**src/rtl/cpu_pkg.sv**
```systemverilog
// rtl/cpu_pkg.sv - shared fetch-unit types and constants
package cpu_pkg;

    typedef enum logic [1:0] {
        IDLE  = 2'd0,
        REQ   = 2'd1,
        STALL = 2'd2
    } fetch_state_t;

    localparam logic [31:0] BOOT_ADDRESS_DEFAULT = 32'h0000_1000;
    localparam logic [31:0] WORD_BYTES           = 32'd4;

endpackage

```
**src/rtl/cpu_fetch_align.sv**
```systemverilog
// rtl/cpu_fetch_align.sv - halfword realignment of fetched words
module cpu_fetch_align
    import cpu_pkg::*;
(
    input  logic        clk,
    input  logic        rst_n,
    input  logic [31:0] in_word,
    input  logic        in_valid,
    input  logic        flush,
    input  logic        misalign_set,
    output logic [31:0] out_word,
    output logic        out_valid
);

    logic        misalign;
    logic        have_h;
    logic [15:0] h;

    always_ff @(posedge clk or negedge rst_n) begin
        if (!rst_n) begin
            misalign <= 1'b0;
            have_h   <= 1'b0;
            h        <= 16'h0000;
        end else if (flush) begin
            misalign <= misalign_set;
            have_h   <= 1'b0;
            h        <= 16'h0000;
        end else if (in_valid && misalign) begin
            h      <= in_word[15:0];
            have_h <= 1'b1;
        end
    end

    // The first word after a misaligned redirect only primes h.
    always_comb begin
        out_word  = in_word;
        out_valid = in_valid;
        if (misalign) begin
            out_word  = {h, in_word[31:16]};
            out_valid = in_valid && have_h;
        end
    end

endmodule

```
**src/rtl/cpu_fetch.sv**
```systemverilog
// rtl/cpu_fetch.sv - instruction fetch unit feeding the instruction FIFO
module cpu_fetch
    import cpu_pkg::*;
#(
    parameter logic [31:0] BOOT_ADDRESS = BOOT_ADDRESS_DEFAULT
) (
    input  logic        clk_i,
    input  logic        rst_i,
    output logic [31:0] wb_adr_o,
    output logic        wb_cyc_o,
    output logic        wb_stb_o,
    input  logic        wb_ack_i,
    input  logic [31:0] wb_dat_i,
    input  logic        fifo_full_i,
    output logic        fifo_write_en_o,
    output logic [31:0] fifo_data_o,
    input  logic        branch_p_i,
    input  logic [31:0] branch_target_i,
    output logic        newPC_p_o,
    output logic [31:0] PC_o
);

    fetch_state_t state;
    logic [31:0]  skid_data;
    logic         skid_valid;

    logic         ack_direct;
    logic         ack_to_skid;
    logic         skid_drain;
    logic         align_in_valid;
    logic [31:0]  align_in_word;
    logic [31:0]  align_out_word;
    logic         align_out_valid;
    logic         unused_target_bit;

    assign unused_target_bit = branch_target_i[0];

    // Acks are only honoured in REQ; a branch in the same cycle discards them.
    assign ack_direct     = (state == REQ) && wb_ack_i && !fifo_full_i && !branch_p_i;
    assign ack_to_skid    = (state == REQ) && wb_ack_i && fifo_full_i && !branch_p_i;
    assign skid_drain     = (state == STALL) && skid_valid && !fifo_full_i && !branch_p_i;
    assign align_in_valid = ack_direct || skid_drain;
    assign align_in_word  = skid_drain ? skid_data : wb_dat_i;

    cpu_fetch_align u_align (
        .clk          (clk_i),
        .rst_n        (rst_i),
        .in_word      (align_in_word),
        .in_valid     (align_in_valid),
        .flush        (branch_p_i),
        .misalign_set (branch_target_i[1]),
        .out_word     (align_out_word),
        .out_valid    (align_out_valid)
    );

    always_ff @(posedge clk_i or negedge rst_i) begin
        if (!rst_i) begin
            state           <= IDLE;
            wb_adr_o        <= {BOOT_ADDRESS[31:2], 2'b00};
            wb_cyc_o        <= 1'b0;
            wb_stb_o        <= 1'b0;
            skid_data       <= 32'h0;
            skid_valid      <= 1'b0;
            fifo_write_en_o <= 1'b0;
            fifo_data_o     <= 32'h0;
            newPC_p_o       <= 1'b0;
            PC_o            <= {BOOT_ADDRESS[31:1], 1'b0};
        end else if (branch_p_i) begin
            state           <= IDLE;
            wb_adr_o        <= {branch_target_i[31:2], 2'b00};
            wb_cyc_o        <= 1'b0;
            wb_stb_o        <= 1'b0;
            skid_valid      <= 1'b0;
            fifo_write_en_o <= 1'b0;
            newPC_p_o       <= 1'b1;
            PC_o            <= {branch_target_i[31:1], 1'b0};
        end else begin
            newPC_p_o       <= 1'b0;
            fifo_write_en_o <= align_out_valid;
            if (align_out_valid) begin
                fifo_data_o <= align_out_word;
            end
            case (state)
                IDLE: begin
                    if (!fifo_full_i && !skid_valid && !fifo_write_en_o) begin
                        state    <= REQ;
                        wb_cyc_o <= 1'b1;
                        wb_stb_o <= 1'b1;
                    end
                end
                REQ: begin
                    if (wb_ack_i) begin
                        wb_adr_o <= wb_adr_o + WORD_BYTES;
                        wb_cyc_o <= 1'b0;
                        wb_stb_o <= 1'b0;
                        if (ack_to_skid) begin
                            skid_data  <= wb_dat_i;
                            skid_valid <= 1'b1;
                            state      <= STALL;
                        end else begin
                            state <= IDLE;
                        end
                    end
                end
                STALL: begin
                    if (!fifo_full_i) begin
                        skid_valid <= 1'b0;
                        state      <= IDLE;
                    end
                end
                default: begin
                    state    <= IDLE;
                    wb_cyc_o <= 1'b0;
                    wb_stb_o <= 1'b0;
                end
            endcase
        end
    end

endmodule

```
**config.mk**
```make
export PLATFORM = sky130hd
export DESIGN_NAME = cpu_fetch
export DESIGN_NICKNAME = d
export VERILOG_FILES = /design/src/rtl/cpu_pkg.sv /design/src/rtl/cpu_fetch_align.sv /design/src/rtl/cpu_fetch.sv
export SDC_FILE = /design/constraint.sdc
export NUM_CORES = 1
export LEC_CHECK = 0
export BUFFER_PORTS_ARGS = -buffer_cell sky130_fd_sc_hd__buf_2
export CORE_MARGIN = 2
export CORE_UTILIZATION = 49
export DETAILED_ROUTE_END_ITERATION = 8
export PLACE_DENSITY = 0.82
export SLEW_MARGIN = 10
export SYNTH_ARGS = -nofsm -noshare
export SYNTH_HDL_FRONTEND = slang
export SYNTH_SLANG_ARGS = --single-unit
```
**constraint.sdc**
```tcl
create_clock -name clk_i -period 1.99 [get_ports clk_i]
set_input_delay 0.199 -clock clk_i [delete_from_list [all_inputs] [get_ports clk_i]]
set_output_delay 0.199 -clock clk_i [all_outputs]
set_load 0.01 [all_outputs]
```
* After elaboration in Yosys (flattened, before gate mapping)
Cells that the tools add are included.
** Storage, ports and cells
- Output and inout bits :: 100
- Input port bits :: 69
- Logic and storage cells :: 76
- Register bits :: 151
** Operators by class
- Add/sub/neg operators :: 1
- Mux-type cells :: 27
- Bitwise operators :: 1
- Eq/ne operators :: 7
- Reduce and logical (&&, ||, !) cells :: 28
** Operators by type and width (count)
- $mux W32 :: 5
- $add A32 B3 Y32 const B :: 1
- $mux W16 :: 2
- $logic_and A1 B1 Y1 :: 12
- $mux W1 :: 12
- $ne A3 B3 Y1 const B :: 4
- $mux W2 :: 5
- $reduce_and A4 Y1 :: 2
- $pmux W2 S3 :: 1
- $reduce_and A3 Y1 :: 2
- $reduce_bool A2 Y1 :: 3
- $logic_not A1 Y1 :: 4
- $reduce_and A2 Y1 :: 2
- $pmux W1 S3 :: 1
- $reduce_bool A3 Y1 :: 1
- $eq A2 B1 Y1 const B :: 1
- $eq A2 B2 Y1 const B :: 1
- $logic_not A2 Y1 :: 1
- $ne A2 B2 Y1 const B :: 1
- $pmux W1 S2 :: 1
- $logic_or A1 B1 Y1 :: 1
- $not A1 Y1 :: 1

* Longest topological paths before layout
Gate-level depths: netlist of run 1.
- Depth after elaboration :: 8
- Mapped depth :: 8
- Depth with buffers taken out :: 5

* Hierarchy
Synthesis of run 1 repeated with hierarchy kept, for this count alone.
** Second synthesis, totals
- Cell total of the unflattened synthesis :: 603
- Area total of the unflattened synthesis :: 7174.4 µm²
** By module, submodules not included
- cpu_fetch :: area an instance 5920.7 µm², instances 1, cells an instance 487, sequential area each 3280.6 µm²
- cpu_fetch_align :: area an instance 1253.7 µm², instances 1, cells an instance 116, sequential area each 450.4 µm²

* Worst setup path before layout of run 1
No wires, ideal clock.
- Path type :: flip-flop to flip-flop
- Start point :: register wb_adr_o[2]
- End point :: register wb_adr_o[16]
- Stages on the path, launching flop included :: 6
- Library setup time :: 0.082 ns
- Arrival :: 2.038 ns
- Setup slack :: -0.130 ns
- Period minus slack after synthesis :: 2.120 ns
- Data required time :: 1.908 ns
- Path buffers :: 0
- Cell sequence :: dfrtp_1 ha_1 nand2_1 or4_1 or4_1 a31oi_1
** On the way
- Word-level cells in the longest chain between the ends :: 4
** RTL lines
- start: declaration :: RTL line cpu_fetch.sv:9 : output logic [31:0] wb_adr_o,
- start signal: assignment :: RTL line cpu_fetch.sv:59 : wb_adr_o <= {BOOT_ADDRESS[31:2], 2'b00};
- start signal: assignment :: RTL line cpu_fetch.sv:70 : wb_adr_o <= {branch_target_i[31:2], 2'b00};
- start signal: assignment :: RTL line cpu_fetch.sv:93 : wb_adr_o <= wb_adr_o + WORD_BYTES;
- $add A32 B3 Y32 :: RTL line cpu_fetch.sv:93
- $mux W32 :: RTL line cpu_fetch.sv:92 : if (wb_ack_i) begin
- $mux W32 :: RTL line cpu_fetch.sv:83 : case (state)
- $mux W32 :: RTL line cpu_fetch.sv:68 : end else if (branch_p_i) begin
No other way between the ends. The select of a mux whose other input is x is not followed.
A chain may end at the register's enable or synchronous reset.

* Worst setup path after layout of run 1
- Start point :: register wb_adr_o[3]
- End point :: register wb_adr_o[16]
Same word-level chain as after synthesis.

==> qor.yml, run 1 <==
run_status:
  status: "complete, no violations"
yosys:
  avgSynthCellArea_um2: 11.3
  synth_cells: 655
  ys_warn_count: 0
  synth_edf_count: 0
  synth_area_leaders: "dfrtp_1, mux2_2, mux2i_1"
  synth_top_area_share_pct: 49.2
  synth_area_leader_cell: "dfrtp_1"
  ys_types: 55
  seq_area_frac_synth_pct: 49.9
  netlist_area_um2: 7430
  ys_seq_elements: 148
  synthFlopType: "dfrtp_1"
  async_flop_share_pct: 100
clock_network:
  clock-sinks: 148
  insertion_delay_ns: 0.42
  h-tree-depth: 4
  cts_inserted_buffers: 17
  max-clock-path-buffers: 2
  clk_pin_slew_ns: 0.06
  cts_root_buf: "clkbuf_16"
  cts_tree: "built"
placement:
  dpl-instance-area_um2: 8730
  portBuffers: 164
  gp_congestion: 0.832
  dp_cells: 1008
  place_ws_ns: 0.00925
  dp_hpwl_um: 12600
worst_setup_path:
  r2r_start: "wb_adr_o[3]$_DFFE_PN0N_"
  path_class: "register to register"
  critPathLaunch: "wb_adr_o[3]$_DFFE_PN0N_"
  worstPathMaxFanout: 4
  rr_worst_depth: 6
  end_kind: "register"
  cp_cell_sequence: "buf_4 > ha_4 > nand2_2 > or4_4 > or4_1 > a31oi_1"
  cp.arrival_ns: 2.28
  worst_path_largest_cell_delay_ns: 0.48
  start_kind: "register"
  critPathSlowestCell: "or4_4"
  required_ns: 2.33
sta:
  slew_headroom_pct: 62.4
  tns_ns: 0
  setup_viol: 0
  finClkSkew_ns: 0.00794
  period_share_pct: 97.5
  fin_ws_ns: 0.0494
  rsz0062_at_grt: "yes"
  min_period_ns: 1.94
  finalHoldViolations: 0
  slew_viol_final: 0
  tightest_slew_ns: 0.558
  fmax_ghz: 0.515
worst_hold_path:
  hold_depth: 3
  hold_path.startpoint: "branch_target_i[8]"
  hold_class: "input port to register"
cells_and_area:
  fin_area_um2: 9600
  final_common_cell: "buf_2"
  n_fill_cell: 1147
  synthToLayoutAreaGrowth_pct: 29.2
  final_nets: 928
  fin_util_pct: 63.9
  multiInputGateArea_um2: 3450
  register_area_um2: 3720
  fin_cells: 1059
  layout_common_cells: "buf_2, dfrtp_1, mux2_2"
  diodes: 0
  drive_above_1_share_pct: 41.1
detailed_routing:
  drt-initial-drc-count: 409
  m1WireLength_um: 7770
  wl_met3_um: 1560
  drc: 0
  wl_met2_um: 9670
  num_vias: 6122
  wl_per_cell_um: 18.3
  routed_wl_um: 19400
  ant_nets: 0
  highest_layer: "met4"
  vias_per_cell: 5.78
  drtPass1Iterations: 5
die:
  rows: 45
  die_w_um: 127
  ios: 169
  core_area_um2: 15000
  die-height_um: 127
  start_util_pct: 49.4
  die_area_um2: 16200
pwr:
  vdd_drop_max_v: 0.000608
  p_leak_nw: 4.53
  pwr_density_cell_nw_per_um2: 930
global_routing:
  grt_max_degree: 47
  grt_pass1_wl_um: 30600
  grt_remaining_overflow: 0
  grt.total_usage_pct: 23.9
  grt_pass1_vias: 6062
  antenna_found_initial: 0
flow_run:
  cap_violations: 0
## timing repair
item | CTS | global route
gates cloned | 0 | 3
pin swaps | 0 | 16
setup buffers | 0 | 10
endpoints found under the setup margin | 1 | 29
hold buffers | 6 | 0
hold endpoints to repair | 49 | 0
gates resized for setup | 1 | 15
## final cells by class
cell class | count | share of cell area, %
Sequential cell | 148 | 38.7
Multi-Input combinational cell | 423 | 35.9
Timing Repair Buffer | 228 | 15.1
Clock buffer | 23 | 4.98
Tap cell | 188 | 2.45
Inverter | 40 | 1.56
Clock inverter | 9 | 1.32
## metal layers
metal / global-route usage [%] / up-vias
li1: - / 2771
met1: 30.2 / 3035
met2: 40.0 / 284
met3: 7.16 / 32
met4: 6.98 / 0
met5: 0 / -
## through the flow
stage / hold WS, ns / power, W
4_1_cts: 0.0000600 / 0.00894
3_3_place_gp: 0.162 / 0.00552
6_report: 0.0123 / 0.00893
5_1_grt: 0.0119 / 0.00933
2_1_floorplan: -0.0966 / 0.00483
3_5_place_dp: 0.164 / 0.00560
## synth_stat cells (2+ instances only)
library cell and n:
o31ai_1 25, nand4_1 16, a311o_1 2, buf_1 4, and2_1 4, mux2_2 59
xor2_1 3, nor2_1 20, nand2b_1 20, a31oi_1 10, nor4_1 6, mux4_2 16
nand3_1 15, dfstp_2 2, clkbuf_1 26, or4_1 13, buf_2 8, inv_1 39
a21boi_0 16, o211ai_1 2, buf_6 2, xnor2_1 7, nor3_1 6, a41oi_1 2
o21ai_0 34, buf_4 6, mux2i_1 49, a21oi_1 3, o311ai_0 2, and3_1 19
and4_1 2, a21o_1 3, nand2_1 43, dfrtp_1 146, or3_1 2, nor2b_1 4
## cells by family after synthesis
group,Yosys count,share of synthesized area (%)
simple gates,177,13.3
flops,148,49.9
mux,125,20.5
compound gates,106,9.77
buf+inv,87,5.05
xor+xnor,10,1.18
fa+ha+maj,1,0.168
other cells,1,0.0505
## state kept, by name, summed over array words and instances (netlist names), 2 cells and up
signal,flops
fifo_data_o,32
skid_data,32
state,2
PC_o,31
u_align.h,16
wb_adr_o,30
## where the power goes
group	switching (W)	leakage, nW	total (W)	internal [W]
clock network	0.00125	0.297	0.00331	0.00207
logic	0.000833	2.43	0.00170	0.000870
registers	0.000378	1.80	0.00391	0.00353
total	0.00246	4.53	0.00893	0.00647
## worst max-delay path, delay by kind of cell (launching register included)
family,cells,cell delay [ns]
fa+ha+maj,1,0.15
flops,1,0.37
compound gates,1,0.19
buf+inv,1,0.14
simple gates,3,1.01
## path summary, 6_finish.rpt
kind / slack [ns] / to
setup / recovery: 0.05 / wb_adr_o[16]$_DFFE_PN0N_
hold / removal: 0.01 / wb_adr_o[8]$_DFFE_PN0N_
setup reg to reg: 0.05 / wb_adr_o[16]$_DFFE_PN0N_
hold reg to reg: 0.48 / PC_o[31]$_DFFE_PN0P_
max in group asynchronous: 0.99 / PC_o[12]$_DFFE_PN1P_
min in group asynchronous: 0.29 / fifo_data_o[9]$_DFFE_PN0P_
No activity file was read; power rests on OpenSTA's default activity.
==> inputs of run 2 (changes only) <==
Settings changed: CORE_UTILIZATION 49 to 40, PLACE_DENSITY 0.82 to 0.7.
==> run 2 against run 1 <==
The flow now finishes with violations (negative setup slack). Clock power decreased by 6.9%. Non-clock buffer count shrank 2. Routed wire length about the same. Die area grew 22%. Utilization down 11 points. Largest cell class unchanged. Highest routed layer is now met5.
==> qor.yml, run 2 (synthesis results as in run 1) <==
clock_network:
  insertion_delay_ns: 0.42  # about the same
  cts_root_buf: "clkbuf_16"
  max-clock-path-buffers: 2  # unchanged
  clk_pin_slew_ns: 0.06  # about the same
  h-tree-depth: 4  # unchanged
  clock-sinks: 148  # unchanged
  cts_tree: "built"
  cts_inserted_buffers: 17  # unchanged
worst_hold_path:
  hold_class: "input port to register"
detailed_routing:
  wl_per_cell_um: 17.7  # -3.4%
  drt-initial-drc-count: 255  # -38%
  highest_layer: "met5"
  vias_per_cell: 5.38  # -7.0%
  drc: 0  # unchanged
  wl_met3_um: 1320  # -15%
  num_vias: 5900  # -3.6%
  ant_nets: 0  # unchanged
  wl_met2_um: 9360  # -3.3%
  routed_wl_um: 19400  # about the same
  drtPass1Iterations: 4  # -1
  m1WireLength_um: 8510  # +9.4%
sta:
  finalHoldViolations: 0  # unchanged
  period_share_pct: 101  # +3.1 points
  fin_ws_ns: -0.0130  # -0.0624 ns
  slew_viol_final: 0  # unchanged
  finClkSkew_ns: 0.00569  # -0.00225 ns
  fmax_ghz: 0.499  # -3.1%
  setup_viol: 1  # +1
  slew_headroom_pct: 60.9  # -1.5 points
  rsz0062_at_grt: "yes"
  tightest_slew_ns: 0.581  # +0.0229 ns
  tns_ns: -0.0130  # -0.0130 ns
  min_period_ns: 2.00  # +0.0624 ns
die:
  ios: 169  # unchanged
  core_area_um2: 18100  # +20%
  start_util_pct: 41.1  # -8.3 points
  rows: 49  # +8.9%
  die-height_um: 140  # +10%
  die_w_um: 140  # +10%
  die_area_um2: 19700  # +22%
worst_setup_path:
  start_kind: "register"
  required_ns: 2.32  # about the same
  critPathSlowestCell: "or4_4"
  worstPathMaxFanout: 6  # +2
  cp_cell_sequence: "nand3_4 > or4_4 > or4_1 > a31oi_1"
  cp.arrival_ns: 2.34  # +0.06 ns
  path_class: "register to register"
  worst_path_largest_cell_delay_ns: 0.60  # +0.12 ns
  end_kind: "register"
pwr:
  pwr_density_cell_nw_per_um2: 901  # -3.1%
  power_w: 0.00868  # -2.8%
  p_leak_nw: 4.51  # -0.31%
  vdd_drop_max_v: 0.000675  # +11%
global_routing:
  grt_pass1_wl_um: 30300  # -1.0%
  grt_remaining_overflow: 0  # unchanged
  antenna_found_initial: 2  # +2
  grt_max_degree: 60  # +28%
  grt_pass1_vias: 5977  # -1.4%
  grt.total_usage_pct: 19.5  # -4.4 points
cells_and_area:
  fin_area_um2: 9630  # +0.31%
  layout_common_cells: "buf_2, dfrtp_1, mux2_2"
  n_fill_cell: 1591  # +39%
  top_regs: "fifo_data_o: 32 flops, skid_data: 32 flops, PC_o: 31 flops"
  diodes: 0  # unchanged
  drive_above_1_share_pct: 40.9  # -0.20 points
  synthToLayoutAreaGrowth_pct: 29.6
  final_nets: 926  # -0.22%
  final_common_cell: "buf_2"
placement:
  gp_congestion: 0.800  # -3.8%
  portBuffers: 164  # unchanged
  dpl-instance-area_um2: 8820  # +0.99%
  dp_hpwl_um: 13100  # +3.7%
flow_run:
  cap_violations: 0  # unchanged
run_status:
  status: "complete, but fails checks"
  violations: "negative setup slack"
## run 2: worst paths after layout
path,from,to,slack (ns),cells past startpoint
worst max-delay path,wb_adr_o[12]$_DFFE_PN1N_,wb_adr_o[20]$_DFFE_PN0N_,-0.01,4
worst min register to register,PC_o[31]$_DFFE_PN0P_,PC_o[31]$_DFFE_PN0P_,0.48,1
worst min-delay path,branch_target_i[13],PC_o[13]$_DFFE_PN0P_,0.02,3
worst max register to register,wb_adr_o[12]$_DFFE_PN1N_,wb_adr_o[20]$_DFFE_PN0N_,-0.01,4
max in group asynchronous,rst_i,skid_data[30]$_DFFE_PN0P_,1.08,3
min in group asynchronous,rst_i,fifo_data_o[24]$_DFFE_PN0P_,0.24,2
## run 2: layout make-up
type / instances / area [um^2] / area share (%)
Clock inverter: 7 / 72.6 / 0.754
Inverter: 40 / 150 / 1.56
Tap cell: 229 / 287 / 2.98
Clock buffer: 24 / 492 / 5.11
Sequential cell: 148 / 3710 / 38.6
Timing Repair Buffer: 226 / 1470 / 15.3
Multi-Input combinational cell: 423 / 3450 / 35.8
## run 2: layer usage
metal | global-route usage [%] | vias up
li1 | - | 2771
met1 | 24.6 | 2910
met2 | 32.0 | 201
met3 | 5.88 | 16
met4 | 6.59 | 2
met5 | 0 | -
## run 2: worst max-delay path: cells and delay by family (launching register included)
family / cells / cell delay (ns)
DFF: 1 / 0.56
and+or+nand+nor: 3 / 1.17
AOI/OAI and AO/OA: 1 / 0.19
## run 2: through the flow
step / utilization [%] / cells / hold slack, ns / setup WS [ns]
6_report: 53.2 / 1097 / 0.0194 / -0.0130
5_1_grt: 53.2 / 1097 / 0.0191 / -0.0789
4_1_cts: 52.2 / 1088 / 0.0000468 / 0.0169
3_5_place_dp: 48.8 / 1052 / 0.121 / 0.0261
3_3_place_gp: 48.8 / 1052 / 0.121 / 0.0460
2_1_floorplan: - / 657 / -0.0966 / -0.0132
## run 2: repair_timing
item,CTS,global route
hold endpoints to repair,37,0
hold buffers,5,0
buffers inserted,0,6
setup endpoints to repair,0,30
resized for setup,0,18
## run 2: where the power goes
group / total [W] / switching [W] / leakage [nW] / internal, W
logic: 0.00171 / 0.000830 / 2.44 / 0.000877
clock network: 0.00308 / 0.00123 / 0.273 / 0.00185
registers: 0.00390 / 0.000362 / 1.80 / 0.00353
total: 0.00868 / 0.00242 / 4.51 / 0.00626
